--- config.mk ---
export PLATFORM = sky130hd
export DESIGN_NAME = forwarding_exec_pipe
export DESIGN_NICKNAME = d
export VERILOG_FILES = /design/src/rtl/forwarding_exec_pipe.sv
export SDC_FILE = /design/constraint.sdc
export NUM_CORES = 2
export LEC_CHECK = 0
export BUFFER_PORTS_ARGS = -buffer_cell sky130_fd_sc_hd__clkbuf_2
export CORE_MARGIN = 2
export CORE_UTILIZATION = 30
export DETAILED_ROUTE_END_ITERATION = 8
export SLEW_MARGIN = 20
export SYNTH_ARGS = -nofsm -noshare
export SYNTH_HDL_FRONTEND = slang
export SYNTH_SLANG_ARGS = --single-unit
--- constraint.sdc ---
create_clock -name clk -period 13.6 [get_ports clk]
set_input_delay 2.72 -clock clk [delete_from_list [all_inputs] [get_ports clk]]
set_output_delay 2.72 -clock clk [all_outputs]
set_load 0.01 [all_outputs]
--- src/rtl/forwarding_exec_pipe.sv ---
// Execute / data-memory / writeback back end of the 5-stage MIPS pipeline.
// Holds the register file and data memory; operand forwarding is steered externally.
module forwarding_exec_pipe #(
  parameter int DM_AW = 6,
  parameter int XLEN  = 32
) (
  input  logic            clk,
  input  logic            reset,
  input  logic [4:0]      RA,
  input  logic [4:0]      RB,
  input  logic [15:0]     imm,
  input  logic [5:0]      op_dec,
  input  logic            imm_sel,
  input  logic [1:0]      mux_sel_A,
  input  logic [1:0]      mux_sel_B,
  input  logic            mem_en_ex,
  input  logic            mem_rw_ex,
  input  logic [4:0]      RW_dm,
  input  logic            mem_mux_sel_dm,
  output logic [XLEN-1:0] alu_out,
  output logic [XLEN-1:0] wb_data,
  output logic [4:0]      wb_addr,
  output logic            wb_en
);

  localparam int DM_DEPTH = 1 << DM_AW;

  typedef enum logic [2:0] {
    ALU_ADD = 3'b000,
    ALU_SUB = 3'b001,
    ALU_AND = 3'b010,
    ALU_OR  = 3'b011,
    ALU_XOR = 3'b100,
    ALU_SLT = 3'b101,
    ALU_SLL = 3'b110,
    ALU_SRL = 3'b111
  } alu_op_e;

  typedef enum logic [1:0] {
    FWD_RF   = 2'b00,
    FWD_ALU  = 2'b01,
    FWD_WB   = 2'b10,
    FWD_ZERO = 2'b11
  } fwd_sel_e;

  logic [XLEN-1:0] rf   [32];
  logic [XLEN-1:0] dmem [DM_DEPTH];

  logic [XLEN-1:0] alu_q;
  logic [XLEN-1:0] store_q;
  logic            mem_en_q;
  logic            mem_rw_q;
  logic [XLEN-1:0] wb_q;
  logic [4:0]      wb_addr_q;
  logic            wb_en_q;

  logic [XLEN-1:0] rf_a;
  logic [XLEN-1:0] rf_b;
  logic [XLEN-1:0] op_a;
  logic [XLEN-1:0] fwd_b;
  logic [XLEN-1:0] op_b;
  logic [XLEN-1:0] imm_ext;
  logic [XLEN-1:0] alu_res;
  alu_op_e         alu_op;
  fwd_sel_e        sel_a;
  fwd_sel_e        sel_b;

  logic [DM_AW-1:0] dm_addr;
  logic [XLEN-1:0]  dm_rdata;
  logic [XLEN-1:0]  wb_next;
  logic             unused_op_bits;

  // Register 0 is forced to zero on read so it never depends on reset having run.
  assign rf_a = (RA == 5'd0) ? '0 : rf[RA];
  assign rf_b = (RB == 5'd0) ? '0 : rf[RB];

  assign sel_a   = fwd_sel_e'(mux_sel_A);
  assign sel_b   = fwd_sel_e'(mux_sel_B);
  assign imm_ext = {{(XLEN-16){imm[15]}}, imm};
  assign alu_op  = alu_op_e'(op_dec[2:0]);
  assign unused_op_bits = ^op_dec[5:3];

  always_comb begin
    op_a = '0;
    case (sel_a)
      FWD_RF:   op_a = rf_a;
      FWD_ALU:  op_a = alu_q;
      FWD_WB:   op_a = wb_q;
      FWD_ZERO: op_a = '0;
      default:  op_a = '0;
    endcase
  end

  // The forwarded B survives as store data even when the immediate replaces it.
  always_comb begin
    fwd_b = '0;
    case (sel_b)
      FWD_RF:   fwd_b = rf_b;
      FWD_ALU:  fwd_b = alu_q;
      FWD_WB:   fwd_b = wb_q;
      FWD_ZERO: fwd_b = '0;
      default:  fwd_b = '0;
    endcase
  end

  assign op_b = imm_sel ? imm_ext : fwd_b;

  always_comb begin
    alu_res = '0;
    case (alu_op)
      ALU_ADD: alu_res = op_a + op_b;
      ALU_SUB: alu_res = op_a - op_b;
      ALU_AND: alu_res = op_a & op_b;
      ALU_OR:  alu_res = op_a | op_b;
      ALU_XOR: alu_res = op_a ^ op_b;
      ALU_SLT: alu_res = {{(XLEN-1){1'b0}}, ($signed(op_a) < $signed(op_b))};
      ALU_SLL: alu_res = op_a << op_b[4:0];
      ALU_SRL: alu_res = op_a >> op_b[4:0];
      default: alu_res = '0;
    endcase
  end

  // Word address wraps: upper ALU bits are simply dropped.
  assign dm_addr  = alu_q[DM_AW-1:0];
  assign dm_rdata = dmem[dm_addr];
  assign wb_next  = mem_mux_sel_dm ? dm_rdata : alu_q;

  always_ff @(posedge clk) begin
    if (!reset) begin
      alu_q     <= '0;
      store_q   <= '0;
      mem_en_q  <= 1'b0;
      mem_rw_q  <= 1'b0;
      wb_q      <= '0;
      wb_addr_q <= '0;
      wb_en_q   <= 1'b0;
    end else begin
      alu_q     <= alu_res;
      store_q   <= fwd_b;
      mem_en_q  <= mem_en_ex;
      mem_rw_q  <= mem_rw_ex;
      wb_q      <= wb_next;
      wb_addr_q <= RW_dm;
      wb_en_q   <= (RW_dm != 5'd0);
    end
  end

  // A reset landing on a store's DM cycle must cancel that write.
  always_ff @(posedge clk) begin
    if (reset && mem_en_q && mem_rw_q) begin
      dmem[dm_addr] <= store_q;
    end
  end

  always_ff @(posedge clk) begin
    if (!reset) begin
      for (int i = 0; i < 32; i++) begin
        rf[i] <= '0;
      end
    end else if (wb_en_q) begin
      rf[wb_addr_q] <= wb_q;
    end
  end

  assign alu_out = alu_q;
  assign wb_data = wb_q;
  assign wb_addr = wb_addr_q;
  assign wb_en   = wb_en_q;

endmodule

# Yosys cells after proc, flatten, opt, wreduce, memory -nomap -nowiden
# Memories as Yosys holds them, arrays and structs flattened. A register that Yosys moved wholly into a read port is not among the register bits.
# Cells that the tools add are included.
dict set report totals {
  ff_bits 104
  elab_cells 56
  input_bits 47
  n_memories 2
  output_inout_bits 70
  mem_bits_rw 3072
}
dict set report classes {
  n_bitwise 3
  eq_ne 13
  add_sub_neg 2
  mux 17
  shifts 2
  reduce_logical 9
  order_cmp 1
}
# memory words width read_ports rd_ports_with_merged_regs write_ports line_no
set memory_table {}
lappend memory_table {dmem 64 32 1 1 1 47} ;# logic [XLEN-1:0] dmem [DM_DEPTH];
lappend memory_table {rf 32 32 2 0 32 46} ;# logic [XLEN-1:0] rf [32];
# op n
set op_table {}
lappend op_table {{one-hot mux 32 bit (4 select lines)} 2}
lappend op_table {{one-hot mux 32 bit (8 select lines)} 1}
lappend op_table {{two-way mux 32 bit} 5}
lappend op_table {{adder 32 bit} 1}
lappend op_table {{AND 32 bit} 1}
lappend op_table {{< comparator 32 bit} 1}
lappend op_table {{OR 32 bit} 1}
lappend op_table {{OR reduction 32 bit} 1}
lappend op_table {{<< shifter 32 x 5 -> 32 bit} 1}
lappend op_table {{>> shifter 32 x 5 -> 32 bit} 1}
lappend op_table {{subtractor 32 bit} 1}
lappend op_table {{bitwise XOR 32 bit} 1}
lappend op_table {{equality test 3 bit (second input constant)} 4}
lappend op_table {{logical NOT 5 bit} 2}
lappend op_table {{equality test 2 bit (second input constant)} 4}
lappend op_table {{two-way mux 1 bit} 7}
lappend op_table {{equality test 3 x 2 -> 1 bit (second input constant)} 2}
lappend op_table {{two-way mux 6 bit} 1}
lappend op_table {{two-way mux 5 bit} 1}
lappend op_table {{nonzero test 5 bit} 1}
lappend op_table {{equality test 2 x 1 -> 1 bit (second input constant)} 2}
lappend op_table {{logical NOT 2 bit} 2}
lappend op_table {{equality test 3 x 1 -> 1 bit (second input constant)} 1}
lappend op_table {{logical NOT 3 bit} 1}
lappend op_table {{logical AND 1 bit} 2}

# Longest topological paths before layout
dict set report logic_depth {
  depth_word 7
  mapped_depth 29
}

# Worst setup path before layout
# Ideal clock, no wire load.
dict set report synth_timing {
  kind {input-to-reg}
  startpoint {in RB[0]}
  endpoint {reg alu_q[30], in the netlist alu_out[30]}
  setup_slack_ns 4.498
  path_stages 25
  t_arrival_ns 8.977
  setup_time_ns 0.125
  path_cell_list {buf_4 buf_6 buf_6 buf_4 buf_4 buf_2 buf_1 mux4_2 a221oi_1 a211oi_1 a221oi_1 a21o_1 ha_1 clkbuf_1 or3_1 nor4_1 or4b_1 o211a_1 o31a_1 o211ai_1 a31oi_1 o31ai_1 xnor2_1 and2_1 o41a_1}
}
dict set report synth_between {
  elab_chain_cells 6
}
# item line_no
set synth_rtl {}
lappend synth_rtl {{from (decl)} 10} ;# input logic [4:0] RB,
lappend synth_rtl {{memory read (32 x 32 bit) / logical NOT 5 bit (equally long branches)} n/a}
lappend synth_rtl {{two-way mux 32 bit (*)} 75} ;# assign rf_b = (RB == 5'd0) ? '0 : rf[RB];
lappend synth_rtl {{one-hot mux 32 bit (4 select lines) (*)} 97} ;# case (sel_b)
lappend synth_rtl {{two-way mux 32 bit (*)} 106} ;# assign op_b = imm_sel ? imm_ext : fwd_b;
lappend synth_rtl {{subtractor 32 bit, or another cell as far along} 112} ;# ALU_SUB: alu_res = op_a - op_b;
lappend synth_rtl {{one-hot mux 32 bit (8 select lines) (*)} 110} ;# case (alu_op)
lappend synth_rtl {{to (signal assigned)} 138} ;# alu_q <= alu_res;
lappend synth_rtl {{to (decl)} 49} ;# logic [XLEN-1:0] alu_q;
# Mark *: on every way between the ends. The rest lies on a longest branch, timed or not.
# A chain may end at the register's enable or synchronous reset.

# Worst setup path after layout
dict set report layout_timing {
  startpoint {in RA[2]}
  endpoint {reg alu_q[30], in the netlist alu_out[30]}
}
dict set report layout_between {
  elab_chain_cells 5
}
# item line_no
set layout_rtl {}
lappend layout_rtl {{from (decl)} 9} ;# input logic [4:0] RA,
lappend layout_rtl {{memory read (32 x 32 bit) / logical NOT 5 bit (equally long branches)} n/a}
lappend layout_rtl {{two-way mux 32 bit (*)} 74} ;# assign rf_a = (RA == 5'd0) ? '0 : rf[RA];
lappend layout_rtl {{one-hot mux 32 bit (4 select lines) (*)} 85} ;# case (sel_a)
lappend layout_rtl {{subtractor 32 bit, or another cell as far along} 112}
lappend layout_rtl {{one-hot mux 32 bit (8 select lines) (*)} 110}
# Marks and branches as above.

==> results_dict.tcl <==
set metrics [dict create \
    post_cts_buffers 0 \
    wirelength_um 507000 \
    grt_pass1_vias 86100 \
    io_buffers 113 \
    root_buffer "clkbuf_16" \
    cp_data_required_time_ps 14370 \
    drv_slew 0 \
    synth_cell_type_count 92 \
    synth-async-reset-ratio_pct 0 \
    syn_nets 9358 \
    min_period_ps 9990 \
    cts_tree "yes" \
    startpoint_type "input port" \
    syn_avg_cell_area_um2 15.2 \
    fin_nets 9399 \
    grt_pass1_wl_um 698000 \
    track_usage_pct 20.7 \
    first_iter_violations 13900 \
    fp.dieH_um 688 \
    start_util_pct 30.1 \
    clock-sinks 3176 \
    synth_edf_count 3072 \
    synthCells 9212 \
    die_w_um 688 \
    placementRows 251 \
    p_per_area_mw_per_mm2 143 \
    cts-htree-levels 5 \
    stdcell_count 15700 \
    numCtsBuffers 318 \
    setup_viol 0 \
    cp.arrival_ps 10770 \
    setup_tns_ps 0 \
    ys.flop_type "edfxtp_1" \
    clockBufferDepth 4 \
    critPathKind "input port to register" \
    grt_max_degree 104 \
    via_per_inst 5.81 \
    routabilityCongestion 0.958 \
    yosysWarnings 0 \
    finClkSkew_ps 101 \
    layout-drive-gt1-share_pct 17.9 \
    crit_path_end_kind "register" \
    post-place-cells 15100 \
    cts_resized 0 \
    hold_violations 0 \
    fmax_mhz 100 \
    ys_seq_elements 3176 \
    area_growth_pct 14.2 \
    clk_latency_ps 940 \
    dieArea_mm2 0.473 \
    fin_crit_sh_pct 73.5 \
    antenna_found_initial 39 \
    p_leak_uw 0.0526 \
    status "completed" \
    clkTransAtPathRegs_ps 70 \
    layout_commonest_cell "edfxtp_1" \
    vdd_drop_max_mv 0.103 \
    maxCapViolations 0 \
    wl_per_cell_um 32.3 \
    ios 117 \
    synth-seq-area-share_pct 67.2 \
    rsz0062_at_grt "no" \
    tightest_slew_ps 1320 \
    grt_remaining_overflow 0 \
    netlist_area_mm2 0.140 \
    hpwl_um 301000 \
    final_cell_mix "edfxtp_1 (3072), and2_1 (1017), a22oi_1 (887)" \
    ctsHoldBuffers 0 \
    cp_max_fo 40 \
    antenna_left 0 \
    drc 0 \
    vias 91200 \
    hp-class "register to register" \
    core_area_mm2 0.467 \
    slew_headroom_pct 9.66 \
    drt-pass1-iter-count 6 \
]
[report_power, final]
part	internal [uW]	total [uW]	switching (uW)
Clock	4940	8750	3810
Sequential	10900	11100	147
Combinational	875	3110	2240
[synth_stat cells (9+ instances only)]
master	instances	area share (%)
a31oi_1	66	0.29
a22o_1	152	0.95
nand3_1	39	0.14
xnor2_1	30	0.19
a41oi_1	75	0.47
a221o_1	20	0.14
or3_1	10	0.045
o31a_1	11	0.069
buf_4	19	0.10
a41o_1	11	0.078
buf_2	66	0.24
inv_1	113	0.30
nand2b_1	22	0.098
o21ai_0	203	0.72
o22ai_1	125	0.56
nand4_1	151	0.67
a211oi_1	44	0.24
nor2_1	310	0.83
a311oi_1	14	0.087
a22oi_1	887	4.7
a221oi_1	129	0.81
edfxtp_1	3072	66
and3_1	11	0.049
mux4_2	416	6.7
a2111oi_0	53	0.33
dfxtp_1	104	1.5
buf_1	102	0.27
o221ai_1	53	0.33
a211o_1	15	0.094
mux2i_1	311	2.2
o211ai_1	49	0.26
o21a_1	15	0.080
buf_6	13	0.10
and2_1	1018	4.5
mux2_2	81	0.65
ha_1	97	0.86
nand2_1	143	0.38
clkbuf_1	604	1.6
nor2b_1	36	0.16
a21o_1	37	0.20
a21oi_1	218	0.78
o31ai_1	9	0.048
a221oi_2	11	0.12
nor3_1	116	0.41
[cell families after synthesis]
family | count (synthesis) | share of synthesized area (%)
buf+inv | 923 | 2.68
compound gates | 2267 | 11.9
flops | 3176 | 67.2
simple gates | 1902 | 7.58
fa+ha+maj | 100 | 0.900
xor+xnor | 35 | 0.218
mux | 809 | 9.55
[final timing paths]
check	cells after the start	slack (ps)	to	from
worst max-delay path	22	3610	alu_out[30]	RA[2]
worst min-delay path	3	710	wb_data[0]	alu_out[0]
worst max register to register	19	6390	alu_out[30]	rf[31][9]
worst min register to register	3	710	wb_data[0]	alu_out[0]
[layout make-up]
class / count / area (um^2)
Fill cell: 44500 / 306000
Timing Repair Buffer: 528 / 4060
Clock inverter: 153 / 1430
Inverter: 116 / 435
Tap cell: 6198 / 7750
Antenna cell: 13 / 32.5
Clock buffer: 402 / 8580
Multi-Input combinational cell: 5113 / 43600
Sequential cell: 3176 / 94400
[sequential cells by signal, indices dropped and copies added, names as in the netlist, 5 cells and up]
signal / count
wb_data: 32
store_q: 32
rf: 1024
wb_addr: 5
alu_out: 32
dmem: 2048
[per-layer routing]
layer	global-route usage, %	vias up	wire (um)
met5	0	-	117
met4	9.41	16	25800
met3	4.90	1066	55400
met2	31.6	5810	228000
met1	27.8	47200	197000
li1	-	37100	-
[per-stage QoR]
step	total power (uW)	hold slack, ps	utilization, %	setup slack (ps)	instance area [um^2]
2_1_floorplan	12800	541	-	4500	140000
5_1_grt	23400	680	34.3	3500	160000
4_1_cts	22900	675	34.3	3950	160000
6_report	22900	709	34.3	3610	160000
3_3_place_gp	14300	703	32.1	3000	150000
3_5_place_dp	14300	703	32.2	3010	150000
[critical path, cell delays in order]
cell and delay [ps]:
buf_6 360, buf_4 690, or3b_2 260, buf_4 480, o22ai_1 190, a2111oi_2 1040, nor3_1 480, nor2_1 200
buf_4 180, inv_1 100, ha_1 430, or3_1 480, nor4_1 360, or4b_1 490, o211a_1 290, o31a_1 330
o211ai_1 410, a31oi_1 240, o31ai_1 290, xnor2_1 110, and2_1 170, o41a_1 290
No activity file was read; power rests on OpenSTA's default activity.
